===== config.mk =====
export PLATFORM = sky130hd
export DESIGN_NAME = sin_clk_tone_gen
export DESIGN_NICKNAME = d
export VERILOG_FILES = /design/src/rtl/sin_tone_pkg.sv /design/src/rtl/sin_lut_64.sv /design/src/rtl/sin_clk_tone_gen.sv
export SDC_FILE = /design/constraint.sdc
export NUM_CORES = 1
export LEC_CHECK = 0
export BUFFER_PORTS_ARGS = -buffer_cell sky130_fd_sc_hd__buf_4
export CORE_MARGIN = 4
export CORE_UTILIZATION = 60
export CTS_BUF_LIST = sky130_fd_sc_hd__clkbuf_4 sky130_fd_sc_hd__clkbuf_8
export CTS_CLUSTER_DIAMETER = 120
export CTS_CLUSTER_SIZE = 14
export DETAILED_ROUTE_END_ITERATION = 16
export GPL_ROUTABILITY_DRIVEN = 0
export PLACE_DENSITY = 0.8
export SYNTH_ARGS = -nofsm -noshare
export SYNTH_HDL_FRONTEND = slang
export SYNTH_HIERARCHICAL = 1
export SYNTH_SLANG_ARGS = --single-unit

===== constraint.sdc =====
create_clock -name iCLK -period 9.95 [get_ports iCLK]
set_input_delay 1.4925 -clock iCLK [delete_from_list [all_inputs] [get_ports iCLK]]
set_output_delay 1.4925 -clock iCLK [all_outputs]
set_load 0.02 [all_outputs]

===== src/rtl/sin_tone_pkg.sv =====
// Shared types and constants for the two-channel sine tone generator.
package sin_tone_pkg;

  typedef enum logic [2:0] {
    ST_IDLE  = 3'd0,
    ST_LOOK1 = 3'd1,
    ST_LOOK2 = 3'd2,
    ST_MIX   = 3'd3,
    ST_HOLD  = 3'd4
  } state_e;

  localparam int LUT_DEPTH    = 64;
  localparam int SAMPLE_W_DEF = 16;
  localparam int GAIN_FULL    = 16;

endpackage


===== src/rtl/sin_lut_64.sv =====
// 64-entry full-period sine ROM, round(32767*sin(2*pi*k/64)), one-cycle read latency.
module sin_lut_64
  import sin_tone_pkg::*;
#(
  parameter int SAMPLE_W = SAMPLE_W_DEF
) (
  input  logic                       clk_i,
  input  logic [5:0]                 addr_i,
  output logic signed [SAMPLE_W-1:0] data_o
);

  // First quadrant magnitudes, indices 0..16; the rest follows by symmetry.
  function automatic logic [15:0] quarter(input logic [4:0] idx);
    case (idx)
      5'd0:    return 16'd0;
      5'd1:    return 16'd3212;
      5'd2:    return 16'd6393;
      5'd3:    return 16'd9512;
      5'd4:    return 16'd12539;
      5'd5:    return 16'd15446;
      5'd6:    return 16'd18204;
      5'd7:    return 16'd20787;
      5'd8:    return 16'd23170;
      5'd9:    return 16'd25329;
      5'd10:   return 16'd27245;
      5'd11:   return 16'd28898;
      5'd12:   return 16'd30273;
      5'd13:   return 16'd31356;
      5'd14:   return 16'd32137;
      5'd15:   return 16'd32609;
      default: return 16'd32767;
    endcase
  endfunction

  logic [4:0]                 q_idx;
  logic signed [SAMPLE_W-1:0] mag;

  always_comb begin
    q_idx = addr_i[4] ? (5'd16 - {1'b0, addr_i[3:0]}) : {1'b0, addr_i[3:0]};
    mag   = SAMPLE_W'(quarter(q_idx));
  end

  always_ff @(posedge clk_i) begin
    data_o <= addr_i[5] ? -mag : mag;
  end

endmodule


===== src/rtl/sin_clk_tone_gen.sv =====
// Two-channel phase-accumulator tone generator with shared sine ROM and mixed output.
// Define SIN_TONE_FADE_EN for per-channel fading gain instead of hard mute.
module sin_clk_tone_gen
  import sin_tone_pkg::*;
#(
  parameter int PHASE_W  = 16,
  parameter int LUT_AW   = 6,
  parameter int SAMPLE_W = SAMPLE_W_DEF
) (
  input  logic                       iCLK,
  input  logic                       iRST,
  input  logic                       iSin_CLK,
  input  logic                       isound_off1,
  input  logic                       isound_off2,
  input  logic [PHASE_W-1:0]         iTone1_inc,
  input  logic [PHASE_W-1:0]         iTone2_inc,
  input  logic                       iSample_ready,
  input  logic                       iOvr_clr,
  output logic signed [SAMPLE_W-1:0] oSample,
  output logic                       oSample_valid,
  output logic                       oOverrun,
  output state_e                     oFsm_state
);

  // Handshake: a sample transfers on a rising edge where oSample_valid and
  // iSample_ready are both high; until then oSample/oSample_valid hold steady.

  logic                       sync1_q, sync2_q, edge_q, tick;
  state_e                     state_q, state_d;
  logic [PHASE_W-1:0]         phase1_q, phase1_d, phase2_q, phase2_d;
  logic                       mute1_q, mute1_d, mute2_q, mute2_d;
  logic signed [SAMPLE_W-1:0] s1_q, s1_d, sample_q, sample_d;
  logic signed [SAMPLE_W-1:0] term1, term2, lut_data;
  logic                       valid_q, valid_d, ovr_q, ovr_d;
  logic [LUT_AW-1:0]          lut_addr;

`ifdef SIN_TONE_FADE_EN
  localparam int PW = SAMPLE_W + 6;
  logic [4:0]          gain1_q, gain1_d, gain2_q, gain2_d;
  logic signed [PW-1:0] prod1, prod2;
`endif

  assign tick     = sync2_q & ~edge_q;
  assign lut_addr = (state_q == ST_LOOK2) ? phase2_q[PHASE_W-1 -: LUT_AW]
                                          : phase1_q[PHASE_W-1 -: LUT_AW];

  sin_lut_64 #(.SAMPLE_W(SAMPLE_W)) u_lut (
    .clk_i  (iCLK),
    .addr_i (lut_addr),
    .data_o (lut_data)
  );

  // Channel 2 is read straight off the ROM during MIX; channel 1 was captured in LOOK2.
  always_comb begin
    term1 = '0;
    term2 = '0;
`ifdef SIN_TONE_FADE_EN
    prod1 = PW'(s1_q) * PW'($signed({1'b0, gain1_q}));
    prod2 = PW'(lut_data) * PW'($signed({1'b0, gain2_q}));
    term1 = SAMPLE_W'(prod1 >>> 5);
    term2 = SAMPLE_W'(prod2 >>> 5);
`else
    if (!mute1_q) term1 = s1_q >>> 1;
    if (!mute2_q) term2 = lut_data >>> 1;
`endif
  end

  always_comb begin
    state_d  = state_q;
    phase1_d = phase1_q;
    phase2_d = phase2_q;
    mute1_d  = mute1_q;
    mute2_d  = mute2_q;
    s1_d     = s1_q;
    sample_d = sample_q;
    valid_d  = valid_q;
    ovr_d    = iOvr_clr ? 1'b0 : ovr_q;
`ifdef SIN_TONE_FADE_EN
    gain1_d  = gain1_q;
    gain2_d  = gain2_q;
`endif
    case (state_q)
      ST_IDLE: begin
        if (tick) begin
          phase1_d = phase1_q + iTone1_inc;
          phase2_d = phase2_q + iTone2_inc;
          mute1_d  = isound_off1;
          mute2_d  = isound_off2;
          state_d  = ST_LOOK1;
        end
      end
      ST_LOOK1: begin
`ifdef SIN_TONE_FADE_EN
        // Gains step once per accepted tick, ready before MIX uses them.
        if (mute1_q) gain1_d = (gain1_q == 5'd0) ? 5'd0 : gain1_q - 5'd1;
        else         gain1_d = (gain1_q >= 5'(GAIN_FULL)) ? 5'(GAIN_FULL) : gain1_q + 5'd1;
        if (mute2_q) gain2_d = (gain2_q == 5'd0) ? 5'd0 : gain2_q - 5'd1;
        else         gain2_d = (gain2_q >= 5'(GAIN_FULL)) ? 5'(GAIN_FULL) : gain2_q + 5'd1;
`endif
        state_d = ST_LOOK2;
      end
      ST_LOOK2: begin
        s1_d    = lut_data;
        state_d = ST_MIX;
      end
      ST_MIX: begin
        sample_d = term1 + term2;
        valid_d  = 1'b1;
        state_d  = ST_HOLD;
      end
      ST_HOLD: begin
        if (iSample_ready) begin
          valid_d = 1'b0;
          state_d = ST_IDLE;
        end
      end
      default: state_d = ST_IDLE;
    endcase
    // A tick that arrives while busy is dropped; setting beats clearing.
    if (tick && (state_q != ST_IDLE)) ovr_d = 1'b1;
  end

  always_ff @(posedge iCLK) begin
    if (iRST) begin
      sync1_q  <= 1'b0;
      sync2_q  <= 1'b0;
      edge_q   <= 1'b0;
      state_q  <= ST_IDLE;
      phase1_q <= '0;
      phase2_q <= '0;
      mute1_q  <= 1'b0;
      mute2_q  <= 1'b0;
      s1_q     <= '0;
      sample_q <= '0;
      valid_q  <= 1'b0;
      ovr_q    <= 1'b0;
`ifdef SIN_TONE_FADE_EN
      gain1_q  <= 5'(GAIN_FULL);
      gain2_q  <= 5'(GAIN_FULL);
`endif
    end else begin
      sync1_q  <= iSin_CLK;
      sync2_q  <= sync1_q;
      edge_q   <= sync2_q;
      state_q  <= state_d;
      phase1_q <= phase1_d;
      phase2_q <= phase2_d;
      mute1_q  <= mute1_d;
      mute2_q  <= mute2_d;
      s1_q     <= s1_d;
      sample_q <= sample_d;
      valid_q  <= valid_d;
      ovr_q    <= ovr_d;
`ifdef SIN_TONE_FADE_EN
      gain1_q  <= gain1_d;
      gain2_q  <= gain2_d;
`endif
    end
  end

  assign oSample       = sample_q;
  assign oSample_valid = valid_q;
  assign oOverrun      = ovr_q;
  assign oFsm_state    = state_q;

endmodule


==> out/summary.log <==
INFO  outcome        run_status=completed
INFO  clocking       post-cts-setup-buffers=0
INFO  setup_path     required_arrival_time_at_the_worst_endpoint=10.23ns
INFO  clocking       clk_transition_reported_paths=0.09ns
INFO  finish         layout-drive-gt1-share=11.8%
INFO  timing         setup_viol=0
INFO  placed_design  buffer_ports.inserted=59
INFO  timing         final.period_utilization=49.4%
INFO  die            die_width=112um
INFO  timing         setup_total_negative_slack=0ns
INFO  die            initial_utilization=62.5%
INFO  drt            detail_route.iter0.violations=492
INFO  pwr            power.static_leakage=3.10nW
INFO  yosys          postSynthAreaPerCell=7.87um2
INFO  yosys          synth_instances=831
INFO  clocking       tritoncts.num_buffers=9
INFO  setup_path     cells_along_the_critical_path=nor2_1, and2_1, nand2_1, nand2_1, inv_1, ha_1, mux2i_1, inv_1, ha_1, mux2i_1, a221oi_4, nand2_1, inv_1, ha_1, nand4_2, o41ai_2, xnor2_1
INFO  setup_path     cp_delay_by_family_top=simple AND/OR/NAND/NOR gates
INFO  drt            wire_per_inst=15.3um
INFO  setup_path     crit_fanout=21
INFO  die            fp-row-count=37
INFO  timing         post-route-min-period=4.92ns
INFO  setup_path     worst-path-buf-inv=3
INFO  yosys          synthesized_cell_area=6540um2
INFO  clocking       cts.sinks=88
INFO  drt            drc=0
INFO  drt            detailroute.wirelength.met2=7020um
INFO  setup_path     worstSetupEndpointType=register
INFO  setup_path     critical-path-slowest-cell=and2_1
INFO  die            design.die.area=12600um2
INFO  setup_path     element_type_at_the_critical_path_start=register
INFO  drt            route.vias.total=6038
INFO  clocking       cts.root.buffer_cell=clkbuf_8
INFO  finish         antennaDiodeCount=0
INFO  finish         top_library_cells_by_usage_in_the_layout_fill_and_taps_aside=nand2_1 (139), a21oi_1 (88), dfxtp_1 (88)
INFO  min_path       hold_class=register to register
INFO  finish         finalNetCount=951
INFO  grt            grtUsageTotal=23.9%
INFO  timing         tightest_slew=1.19ns
INFO  timing         hold_viol_final=0
INFO  grt            antenna_found_initial=0
INFO  flow_run       cap_violations=0
INFO  clocking       post_cts_resized=0
INFO  timing         timing.fmax=0.203GHz
INFO  clocking       cts.hold.buffers_added=0
INFO  clocking       clock_tree.htree_level_count=3
INFO  drt            routed_via_density=6.05
INFO  setup_path     crit_type=register to register
INFO  timing         finClkSkew=0.0110ns
INFO  pwr            vdd.ir_drop.worst=0.0000671V
INFO  finish         layout-area-overhead-vs-synth=9.52%
INFO  die            core-area=10500um2
INFO  drt            wirelength_met1=7060um
INFO  clocking       clock_path_buffers=2
INFO  yosys          synthesis.yosys.warnings=6
INFO  timing         slew_viol_final=0
INFO  drt            length_of_the_first_detailed_routing_pass_in_iterations=7
INFO  die            chipHeight=112um
INFO  placed_design  post-dp-hpwl=11400um
INFO  drt            drt-total-wl=15300um
INFO  timing         slew-limit-headroom=20.5%
INFO  drt            met3WireLength=917um
INFO  setup_path     arr_time_crit_path=5.20ns
INFO  clocking       clk_latency=0.36ns
INFO  die            boundaryPins=60
INFO  drt            antenna_violating_nets_post_route=0
INFO  timing         rsz0062_at_grt=false
INFO  grt            grt_pass1_wl=25900um
INFO  grt            globalRouteOverflowTotal=0
INFO  grt            first_global_vias=5650
INFO  grt            pin_count_of_the_biggest_net_entering_global_routing=82
INFO  finish         fillerInstances=879
INFO  yosys          synth_fp_nets=925
INFO  pwr            post-layout-total-power=0.975mW
INFO  finish         mostFrequentLayoutCell=nand2_1
INFO  pwr            powerDensity=136nW/um2
INFO  clocking       cts_tree=done
INFO  setup_path     critPathMaxStageDelay=0.65ns
INFO  drt            route.top_layer_used=met4
state kept, by name, indices dropped and copies added, names as in the netlist, 3 cells and up:
register and cells:
oFsm_state 3, oSample 16, u_lut/data_o 15, phase1_q 16
phase2_q 16, s1_q 15
stage by stage:
stage               cells  hold WS (ns)  area, um2  worst slack, ns  util, %
floorplan             831         0.414       6540             5.59        -
global placement      982         0.436       6960             5.45     66.5
CTS                   998         0.456       7170             5.08     68.5
finish                998         0.447       7170             5.03     68.5
global route          998         0.473       7170             4.56     68.5
detailed placement    982         0.445       6960             5.12     66.5
final cells by class:
cell class	count	area [um2]	area share, %
repair buffers	60	450	6.29
clock buffers	10	138	1.92
clock inverters	6	68.8	0.960
well taps	136	170	2.37
flip-flops and latches	88	1760	24.6
inverters	16	60.1	0.838
multi-input cells	682	4520	63.0
path summary, 6_finish.rpt:
check / start / end / slack, ns / depth (start not counted)
setup reg to reg: oFsm_state[2]$_SDFFE_PP0P_ / u_lut/data_o[14]$_DFF_P_ / 5.03 / 17
hold reg to reg: u_lut/data_o[5]$_DFF_P_ / s1_q[5]$_SDFFE_PP0P_ / 0.45 / 2
hold / removal: u_lut/data_o[5]$_DFF_P_ / s1_q[5]$_SDFFE_PP0P_ / 0.45 / 2
setup / recovery: oFsm_state[2]$_SDFFE_PP0P_ / u_lut/data_o[14]$_DFF_P_ / 5.03 / 17
power by group:
part / internal (mW) / switching, mW
clock network: 0.124 / 0.133
logic: 0.130 / 0.183
registers: 0.383 / 0.0208
worst register-to-register path, delay by kind of cell (launching register included):
| family | cells | cell delay [ns] |
|---|---|---|
| and+or+nand+nor | 6 | 1.49 |
| adders and majority gates | 3 | 1.19 |
| AOI/OAI and AO/OA | 2 | 0.78 |
| muxes | 2 | 0.46 |
| DFF | 1 | 0.38 |
| buffers and inverters | 3 | 0.38 |
| xor gates and xnor gates | 1 | 0.17 |
routing by layer:
layer	up-vias	global-route usage [%]
met1	2788	32.3
li1	3032	-
met5	-	0
met3	26	3.40
met4	0	7.77
met2	192	39.5
(Power assumes the default switching activity.)
